==> src/rtl/seg_disp_pkg.sv <==
// Shared definitions for the 7-segment display controller.
//   - FSM state enum for the arbitration/convert/commit sequence
//   - Active-low segment patterns {a,b,c,d,e,f,g} for 0-9, blank and dash
//   - Active-low anode patterns, thousands digit on bit 3
//   - MAX_DISP: largest value that fits on four decimal digits
package seg_disp_pkg;

  typedef enum logic [1:0] {
    S_IDLE,
    S_CONVERT,
    S_COMMIT
  } state_t;

  localparam logic [15:0] MAX_DISP = 16'd9999;

  localparam logic [6:0] SEG_BLANK = 7'b1111111;
  localparam logic [6:0] SEG_DASH  = 7'b1111110;

  localparam logic [3:0] AN_THOUSANDS = 4'b0111;
  localparam logic [3:0] AN_HUNDREDS  = 4'b1011;
  localparam logic [3:0] AN_TENS      = 4'b1101;
  localparam logic [3:0] AN_UNITS     = 4'b1110;

  function automatic logic [6:0] seg_of_digit(input logic [3:0] d);
    case (d)
      4'd0:    return 7'b0000001;
      4'd1:    return 7'b1001111;
      4'd2:    return 7'b0010010;
      4'd3:    return 7'b0000110;
      4'd4:    return 7'b1001100;
      4'd5:    return 7'b0100100;
      4'd6:    return 7'b0100000;
      4'd7:    return 7'b0001111;
      4'd8:    return 7'b0000000;
      4'd9:    return 7'b0000100;
      default: return SEG_BLANK;
    endcase
  endfunction

endpackage

==> src/rtl/bin2bcd_seq.sv <==
// Sequential 16-bit binary to 20-bit BCD converter (double dabble).
//   clk_100mhz  in   clock, rising edge
//   reset       in   asynchronous active-high reset, aborts a running conversion
//   start       in   load bin and begin a 16-cycle conversion
//   bin         in   16-bit unsigned value, sampled when start is high
//   done        out  high during the cycle whose clock edge performs the final shift;
//                    bcd holds the complete result from the following cycle on
//   bcd         out  5 BCD nibbles, most significant nibble in [19:16]
module bin2bcd_seq (
  input  logic        clk_100mhz,
  input  logic        reset,
  input  logic        start,
  input  logic [15:0] bin,
  output logic        done,
  output logic [19:0] bcd
);

  logic [15:0] shreg;
  logic [3:0]  step;
  logic        running;
  logic [19:0] adj;

  // Add 3 to every nibble >= 5 ahead of the shift.
  always_comb begin
    adj = bcd;
    for (int unsigned i = 0; i < 5; i++) begin
      if (bcd[4*i +: 4] >= 4'd5) adj[4*i +: 4] = bcd[4*i +: 4] + 4'd3;
    end
  end

  always_ff @(posedge clk_100mhz or posedge reset) begin
    if (reset) begin
      shreg   <= '0;
      bcd     <= '0;
      step    <= '0;
      running <= 1'b0;
    end else if (start) begin
      shreg   <= bin;
      bcd     <= '0;
      step    <= '0;
      running <= 1'b1;
    end else if (running) begin
      {bcd, shreg} <= {adj[18:0], shreg, 1'b0};
      step         <= step + 4'd1;
      if (step == 4'd15) running <= 1'b0;
    end
  end

  assign done = running && (step == 4'd15);

endmodule

==> src/rtl/seg_display_ctrl.sv <==
// 4-digit multiplexed 7-segment display controller shared by two sources.
//   clk_100mhz      in   system clock, rising edge
//   reset           in   asynchronous active-high reset
//   src0_valid/data in   processor store value request (16-bit unsigned)
//   src0_ready      out  src0 value accepted this cycle
//   src1_valid/data in   debug/host value request (16-bit unsigned)
//   src1_ready      out  src1 value accepted this cycle
//   hold            in   block new grants; display keeps last committed value
//   busy            out  conversion/commit in progress
//   disp_value      out  last committed binary value
//   overflow        out  committed value > 9999 (all digits show a dash)
//   Anode_Activate  out  active-low digit enables, thousands on bit 3
//   LED_out         out  active-low segments {a,b,c,d,e,f,g}
// A granted value is converted to BCD over 16 cycles and the four digits,
// disp_value and overflow are committed together in a single cycle.
module seg_display_ctrl
  import seg_disp_pkg::*;
#(
  parameter int unsigned REFRESH_BITS = 20,
  parameter bit          BLANK_LZ     = 1'b1
) (
  input  logic        clk_100mhz,
  input  logic        reset,
  input  logic        src0_valid,
  input  logic [15:0] src0_data,
  output logic        src0_ready,
  input  logic        src1_valid,
  input  logic [15:0] src1_data,
  output logic        src1_ready,
  input  logic        hold,
  output logic        busy,
  output logic [15:0] disp_value,
  output logic        overflow,
  output logic [3:0]  Anode_Activate,
  output logic [6:0]  LED_out
);

  state_t                  state;
  logic                    last_grant;
  logic                    grant0, grant1, take;
  logic [15:0]             sel_data, value_q;
  logic                    conv_done;
  logic [19:0]             bcd;
  logic                    unused_bcd_hi;
  logic [3:0][3:0]         digits;
  logic [3:0]              dig_zero, blank_lz;
  logic [REFRESH_BITS-1:0] scan_cnt;
  logic [1:0]              sel, idx;

  // Round-robin: on a tie the source not granted last time wins.
  always_comb begin
    grant0 = 1'b0;
    grant1 = 1'b0;
    if (state == S_IDLE && !hold && !reset) begin
      if (src0_valid && src1_valid) begin
        grant0 = last_grant;
        grant1 = !last_grant;
      end else begin
        grant0 = src0_valid;
        grant1 = src1_valid;
      end
    end
  end

  assign src0_ready = grant0;
  assign src1_ready = grant1;
  assign take       = grant0 | grant1;
  assign sel_data   = grant1 ? src1_data : src0_data;
  assign busy       = (state != S_IDLE);

  bin2bcd_seq u_bin2bcd (
    .clk_100mhz (clk_100mhz),
    .reset      (reset),
    .start      (take),
    .bin        (sel_data),
    .done       (conv_done),
    .bcd        (bcd)
  );

  // Ten-thousands nibble is implied by overflow, which is taken from the binary value.
  assign unused_bcd_hi = |bcd[19:16];

  always_ff @(posedge clk_100mhz or posedge reset) begin
    if (reset) begin
      state      <= S_IDLE;
      last_grant <= 1'b1;
      value_q    <= '0;
      disp_value <= '0;
      overflow   <= 1'b0;
      digits     <= '0;
    end else begin
      case (state)
        S_IDLE: begin
          if (take) begin
            value_q    <= sel_data;
            last_grant <= grant1;
            state      <= S_CONVERT;
          end
        end
        S_CONVERT: begin
          if (conv_done) state <= S_COMMIT;
        end
        S_COMMIT: begin
          disp_value <= value_q;
          overflow   <= (value_q > MAX_DISP);
          digits     <= bcd[15:0];
          state      <= S_IDLE;
        end
        default: state <= S_IDLE;
      endcase
    end
  end

  always_ff @(posedge clk_100mhz or posedge reset) begin
    if (reset) scan_cnt <= '0;
    else       scan_cnt <= scan_cnt + REFRESH_BITS'(1);
  end

  assign sel = scan_cnt[REFRESH_BITS-1 -: 2];
  // sel 0 scans the thousands digit, which lives at digits[3].
  assign idx = ~sel;

  always_comb begin
    for (int unsigned i = 0; i < 4; i++) dig_zero[i] = (digits[i] == 4'd0);
  end

  // A digit blanks only when it and every more-significant digit are zero.
  assign blank_lz = {BLANK_LZ & dig_zero[3],
                     BLANK_LZ & (&dig_zero[3:2]),
                     BLANK_LZ & (&dig_zero[3:1]),
                     1'b0};

  always_comb begin
    case (sel)
      2'd0:    Anode_Activate = AN_THOUSANDS;
      2'd1:    Anode_Activate = AN_HUNDREDS;
      2'd2:    Anode_Activate = AN_TENS;
      default: Anode_Activate = AN_UNITS;
    endcase
    if (overflow)           LED_out = SEG_DASH;
    else if (blank_lz[idx]) LED_out = SEG_BLANK;
    else                    LED_out = seg_of_digit(digits[idx]);
  end

endmodule
==> config.mk <==
export PLATFORM = sky130hd
export DESIGN_NAME = seg_display_ctrl
export DESIGN_NICKNAME = d
export VERILOG_FILES = /design/src/rtl/seg_disp_pkg.sv /design/src/rtl/bin2bcd_seq.sv /design/src/rtl/seg_display_ctrl.sv
export SDC_FILE = /design/constraint.sdc
export NUM_CORES = 1
export LEC_CHECK = 0
export ABC_CLOCK_PERIOD_IN_PS = 4950
export BUFFER_PORTS_ARGS = -buffer_cell sky130_fd_sc_hd__buf_2
export CORE_UTILIZATION = 50
export DETAILED_ROUTE_END_ITERATION = 10
export MAX_ROUTING_LAYER = met4
export PLACE_DENSITY = 0.77
export RECOVER_POWER = 100
export SLEW_MARGIN = 20
export SYNTH_ARGS = -nofsm -noshare
export SYNTH_HDL_FRONTEND = slang
export SYNTH_SLANG_ARGS = --single-unit
==> constraint.sdc <==
create_clock -name clk_100mhz -period 4.95 [get_ports clk_100mhz]
set_input_delay 1.485 -clock clk_100mhz [delete_from_list [all_inputs] [get_ports clk_100mhz]]
set_output_delay 1.485 -clock clk_100mhz [all_outputs]
set_load 0.02 [all_outputs]
Yosys cells after proc, flatten, opt, wreduce, memory -nomap -nowiden --
Memories as Yosys holds them, arrays and structs flattened. Cells that the tools add are included.
Storage, ports and cells: register bits after elaboration 113, memories 1, word-level logic and storage cells 85, memory bits (read-only) 112, bits of input ports 37
Cells by class: reduce and logical (&&, ||, !) cells 18, bitwise operators 2, $lt $le $gt $ge 7, multiplexer cells 29, equality and inequality tests 7, add/sub/neg operators 7
Memory list:
- (no name shown) | words 16, width 7, read ports 1, clocked after memory_dff 0, write ports 0, RTL line seg_disp_pkg.sv:25 | case (d)
Operators with widths (count):
- $mux W16 | 3
- $mux W20 | 2
- $mux W4 | 7
- $add A20 B1 Y20 const B | 1
- $ge A4 B3 Y1 const B | 5
- $add A4 B2 Y4 const B | 4
- $gt A16 B14 Y1 const B | 1
- $mux W7 | 2
- $logic_not A4 Y1 | 3
- $pmux W4 S3 | 1
- $bmux W4 S2 | 1
- $mux W1 | 8
- $reduce_and A2 Y1 | 3
- $add A4 B1 Y4 const B | 1
- $eq A2 B1 Y1 const B | 2
- $eq A2 B2 Y1 const B | 2
- $eq A4 B4 Y1 const B | 1
- $logic_and A1 B1 Y1 | 4
- $logic_not A2 Y1 | 2
- $mux W2 | 2
- $ne A2 B2 Y1 const B | 2
- $pmux W2 S2 | 1
- $reduce_bool A2 Y1 | 2
- $add A3 B2 Y3 const B | 1
- 7 further kinds | 9

Longest topological paths before layout --
depth after elaboration 7, depth in mapped cells 7

Modules after synthesis --
Synthesis repeated with hierarchy kept, for this count alone.
Second synthesis, totals: cells, all modules 495, area, all modules 5706.7 µm²
By module, submodules not included:
- seg_display_ctrl | sequential area each 1803.0 µm², area each 3500.9 µm², times used 1, cells each 269
- bin2bcd_seq | sequential area each 1026.0 µm², area each 2205.9 µm², times used 1, cells each 226

Worst setup path after synthesis --
Ideal clock, no wire load.
path kind input -> output, start point input hold, end point output src1_ready, slack 1242 ps, path buffers 2, stages on the path 5, arrival 2223 ps, cells stage by stage nor3_4 nand3_1 buf_6 buf_6 inv_1
On the way: word-level cells in the longest chain between the ends 4
RTL lines:
- from (decl) | RTL line seg_display_ctrl.sv:30 | input logic hold,
- $logic_not A1 Y1 | RTL line seg_display_ctrl.sv:54 | if (state == S_IDLE && !hold && !reset) begin
- $logic_and A1 B1 Y1 (2 in series) | RTL line seg_display_ctrl.sv:54
- $mux W1 | RTL line seg_display_ctrl.sv:54
- to (decl) | RTL line seg_display_ctrl.sv:29 | output logic src1_ready,
No other way between the ends.

Worst setup path in the final report --
start point register scan_cnt[18], end point output LED_out[3]
On the way: word-level cells in the longest chain between the ends 6, elaborated cells on any way between the ends 8, those cells by class 6 x mux; 1 x bitwise; 1 x memory
RTL lines:
- from (decl) | RTL line seg_display_ctrl.sv:47 | logic [REFRESH_BITS-1:0] scan_cnt;
- from (signal assigned) | RTL line seg_display_ctrl.sv:116 | else scan_cnt <= scan_cnt + REFRESH_BITS'(1);
- $not A2 Y2 * | RTL line seg_display_ctrl.sv:121 | assign idx = ~sel;
- $bmux W4 S2 | RTL line seg_display_ctrl.sv:142 | else LED_out = seg_of_digit(digits[idx]);
- $mux W4 (implied by the code) | RTL line seg_display_ctrl.sv:142
- $mem_v2 Z16 W7
- $mux W7 * | RTL line seg_display_ctrl.sv:141 | else if (blank_lz[idx]) LED_out = SEG_BLANK;
- $mux W7 * | RTL line seg_display_ctrl.sv:140 | if (overflow) LED_out = SEG_DASH;
- to (decl) | RTL line seg_display_ctrl.sv:35 | output logic [6:0] LED_out
Every way passes the cells marked *; elsewhere a longest branch is shown, timed or not. The select of a mux whose other input is x is not followed.

==> impl_metrics.py <==
metrics = {
    "sta": {
        "final_max_slew_viol_count": 168,
        "finalClockSkew_ps": 16.6,
        "timing.setup.tns_ps": 0,
        "setup_violations": 0,
        "finalCritPeriodShare_pct": 84.8,
        "finalHoldWorstSlack_ps": 464,
        "fmax_mhz": 238,
        "slew_at_the_pin_with_the_worst_max_slew_slack_ps": 2610,
        "max_slew_margin_pct": -74.6,
        "grt_setup_unrepaired": "no",
        "fin_crit_ps": 4200,
        "timing_hold_violations_final": 0,
    },
    "layout": {
        "postLayoutCellArea_um2": 5840,
        "fin_cells": 692,
        "syn_to_final_growth_pct": 10.2,
        "antenna_cells_inserted": 0,
        "drive_gt1_share_pct": 14.7,
        "final_nets": 604,
    },
    "placement": {
        "place_congestion": 0.842,
        "post-dp-hpwl_mm": 6.92,
        "placedCellCount": 676,
        "post_dp_cell_area_um2": 5710,
        "placement.io_buffers": 67,
    },
    "synthesis": {
        "syn_area_per_cell_um2": 10.7,
        "synth-seq-cells": 109,
        "synth.top_cells.by_area": "sky130_fd_sc_hd__dfrtp_1 (51%), sky130_fd_sc_hd__mux2_2 (5.1%), sky130_fd_sc_hd__mux2i_1 (4.9%)",
        "yosysTopAreaCell": "sky130_fd_sc_hd__dfrtp_1",
        "number_of_cells_produced_by_synthesis": 494,
        "post_synth_num_cell_types": 40,
        "mappedNetlistArea_um2": 5300,
        "synthesis.yosys.warnings": 0,
        "ys.flop_type": "sky130_fd_sc_hd__dfrtp_1",
        "syn_nets": 547,
        "async_flop_share_pct": 100,
        "synth_edf_count": 0,
        "synth_seq_area_share_pct": 51.5,
        "post-synth-top-area-fraction_pct": 51.0,
    },
    "routing": {
        "vias_per_cell": 5.37,
        "first_pass_iters": 4,
        "routedWlPerCell_um": 14.0,
        "routed_wirelength_mm": 9.71,
        "drt_iter0_markers": 228,
        "route.detailed.drc": 0,
        "remaining_antenna_violation_count": 0,
        "vias": 3715,
    },
    "cts": {
        "clock_tree_buffer_depth": 2,
        "cts_num_sinks": 109,
        "clock_tree.root_cell": "sky130_fd_sc_hd__clkbuf_8",
        "cts_inserted_buffers": 9,
        "buffer_count_from_post_cts_setup_fixing": 0,
        "cts_tree": "built",
        "clk_transition_reported_paths_ps": 110,
        "clk_latency_ps": 370,
        "holdBufCountCts": 0,
        "cts_htree_levels": 3,
        "post_cts.resized_instances": 0,
    },
    "setup_path": {
        "path_class": "reg -> out",
        "cp.arrival_ps": 2710,
        "cpPeakStageDelay_ps": 750,
        "worst_path_max_delay_cell": "sky130_fd_sc_hd__mux4_1",
        "worstSetupStartpointType": "flip-flop",
        "worstSetupEndpointType": "output pin",
        "critPathTopFamily": "multiplexers",
        "critical_path.cell_chain": "mux4_1, inv_1, ha_1, nor2_1, a211oi_1, o21ai_1, clkbuf_1",
        "critical_path_required_ps": 3460,
        "number_of_buffer_and_inverter_instances_along_the_worst_setup_path": 2,
        "crit_fanout": 13,
    },
    "die": {
        "die_w_um": 105,
        "floorplan.initialDensity_pct": 51.6,
        "die_height_um": 105,
        "std_cell_rows": 37,
        "core_area_um2": 10300,
        "fp.dieArea_um2": 11000,
        "floorplan.io_pins": 68,
    },
    "grt": {
        "global_route_usage_sum_pct": 19.3,
        "maximum_number_of_pins_on_one_net_before_global_route_repair": 64,
        "grt_antenna_before_repair": 0,
        "grt-ovfl-total": 0,
        "global_route_wire_length_before_repair_mm": 16.5,
        "first_global_vias": 3463,
    },
    "pwr": {
        "p_per_area_nw_per_um2": 555,
        "power.static_leakage_nw": 2.81,
        "ir_drop_mv": 0.323,
    },
    "flow_run": {
        "drv_cap": 3,
    },
    "hold_path": {
        "worst_hold_path_type": "reg -> reg",
    },
    "outcome": {
        "outcome": "finished, violations left",
        "violations": "max-capacitance violations, max-slew violations",
    },
}
-- worst reg2reg max path, delay by kind of cell, from the launching register on --
kind	cells	cell delay (ps)
compound gates	3	1140
buf+inv	1	1030
flops	1	410
simple gates	2	580
-- cell usage in the layout, fill, tap and decap left out, types with 5 or more instances in the layout --
| cell | instances |
|---|---|
| sky130_fd_sc_hd__nand3_1 | 18 |
| sky130_fd_sc_hd__nor4_1 | 5 |
| sky130_fd_sc_hd__a211oi_1 | 20 |
| sky130_fd_sc_hd__ha_1 | 16 |
| sky130_fd_sc_hd__o21ai_0 | 23 |
| sky130_fd_sc_hd__and3_1 | 6 |
| sky130_fd_sc_hd__mux2_2 | 24 |
| sky130_fd_sc_hd__inv_1 | 13 |
| sky130_fd_sc_hd__xnor2_1 | 18 |
| sky130_fd_sc_hd__mux2i_1 | 26 |
| sky130_fd_sc_hd__dfrtp_1 | 108 |
| sky130_fd_sc_hd__buf_2 | 35 |
| sky130_fd_sc_hd__xor2_1 | 11 |
| sky130_fd_sc_hd__nor2b_1 | 16 |
| sky130_fd_sc_hd__clkbuf_8 | 9 |
| sky130_fd_sc_hd__nand2b_1 | 15 |
| sky130_fd_sc_hd__clkbuf_1 | 37 |
| sky130_fd_sc_hd__a21oi_1 | 44 |
| sky130_fd_sc_hd__nor2_1 | 34 |
| sky130_fd_sc_hd__nand2_1 | 37 |
-- cell families after synthesis --
kind of cell	after synthesis	share of synthesized area, %
AOI/OAI and AO/OA	99	10.6
xor gates and xnor gates	29	4.79
adders and majority gates	16	3.78
buffers and inverters	41	3.82
DFF	109	51.5
muxes	54	11.7
and+or+nand+nor	146	13.8
-- report_power, final --
group          leakage [nW]  total (mW)  switching (mW)  internal (mW)
clock network         0.105       0.543           0.338          0.205
logic                  1.31        1.20           0.668          0.530
registers              1.39        1.50           0.292           1.21
-- final timing paths --
check | startpoint | endpoint | slack [ps] | cells after the start
max reg2reg | state[0]$_DFFE_PP0P_ | u_bin2bcd.shreg[3]$_DFFE_PP0P_ | 1710 | 6
min reg2reg | scan_cnt[16]$_DFF_PP0_ | scan_cnt[16]$_DFF_PP0_ | 460 | 1
max | scan_cnt[18]$_DFF_PP0_ | LED_out[3] | 750 | 7
min in group asynchronous | reset | state[0]$_DFFE_PP0P_ | 1810 | 2
min | scan_cnt[16]$_DFF_PP0_ | scan_cnt[16]$_DFF_PP0_ | 460 | 1
max in group asynchronous | reset | digits[9]$_DFFE_PP0N_ | 1250 | 3
-- per-stage QoR --
stage          utilization, %  setup WS (ps)  power (mW)
2_1_floorplan               -            593        2.41
3_3_place_gp             55.5           1330        2.67
3_5_place_dp             55.5           1250        2.74
4_1_cts                  57.6            808        3.29
5_1_grt                  56.8            530        3.50
6_report                 56.8            753        3.24
-- metal layers --
| layer | routed length, um | share of wire [%] | up-vias | track usage, % |
|---|---|---|---|---|
| li1 | - | - | 1828 | - |
| met1 | 4580 | 47 | 1797 | 25.8 |
| met2 | 4600 | 47 | 70 | 29.9 |
| met3 | 338 | 3.5 | 20 | 3.12 |
| met4 | 195 | 2.0 | 0 | 7.24 |
| met5 | 0 | 0 | - | - |
-- cell usage after synthesis (2+ instances only) --
library cell               number
sky130_fd_sc_hd__nand2b_1      15
sky130_fd_sc_hd__clkbuf_1       8
sky130_fd_sc_hd__or2_2          2
sky130_fd_sc_hd__nor4_1         5
sky130_fd_sc_hd__mux2i_1       26
sky130_fd_sc_hd__xnor2_1       18
sky130_fd_sc_hd__inv_1         14
sky130_fd_sc_hd__o21ai_1        4
sky130_fd_sc_hd__o21ai_0       23
sky130_fd_sc_hd__a211oi_1      20
sky130_fd_sc_hd__buf_6          4
sky130_fd_sc_hd__mux2_2        24
sky130_fd_sc_hd__buf_2         15
sky130_fd_sc_hd__nand3_1       18
sky130_fd_sc_hd__nor2_1        34
sky130_fd_sc_hd__a21oi_1       44
sky130_fd_sc_hd__ha_1          16
sky130_fd_sc_hd__a21o_1         3
sky130_fd_sc_hd__o211ai_1       3
sky130_fd_sc_hd__nand4_1        3
sky130_fd_sc_hd__and3_1         6
sky130_fd_sc_hd__nor2b_1       16
sky130_fd_sc_hd__mux4_1         2
sky130_fd_sc_hd__xor2_1        11
sky130_fd_sc_hd__nor3_1         2
sky130_fd_sc_hd__nand2_1       37
sky130_fd_sc_hd__dfrtp_1      108
-- registers in the layout (all words and copies together), names as in the netlist --
signal             cells
u_bin2bcd.running      1
digits                16
last_grant             1
scan_cnt              20
u_bin2bcd.shreg       16
value_q               16
disp_value            16
overflow               1
u_bin2bcd.bcd         16
u_bin2bcd.step         4
state                  2
-- layout make-up --
type / count / area, um^2
clock inverter: 7 / 86.3
multi-input combinational: 344 / 2360
timing repair buffer: 73 / 322
fill: 903 / 4440
sequential: 109 / 2730
inverter: 14 / 53.8
clock buffer: 9 / 124
tap: 136 / 170
Power figures use the tool's default switching activity.
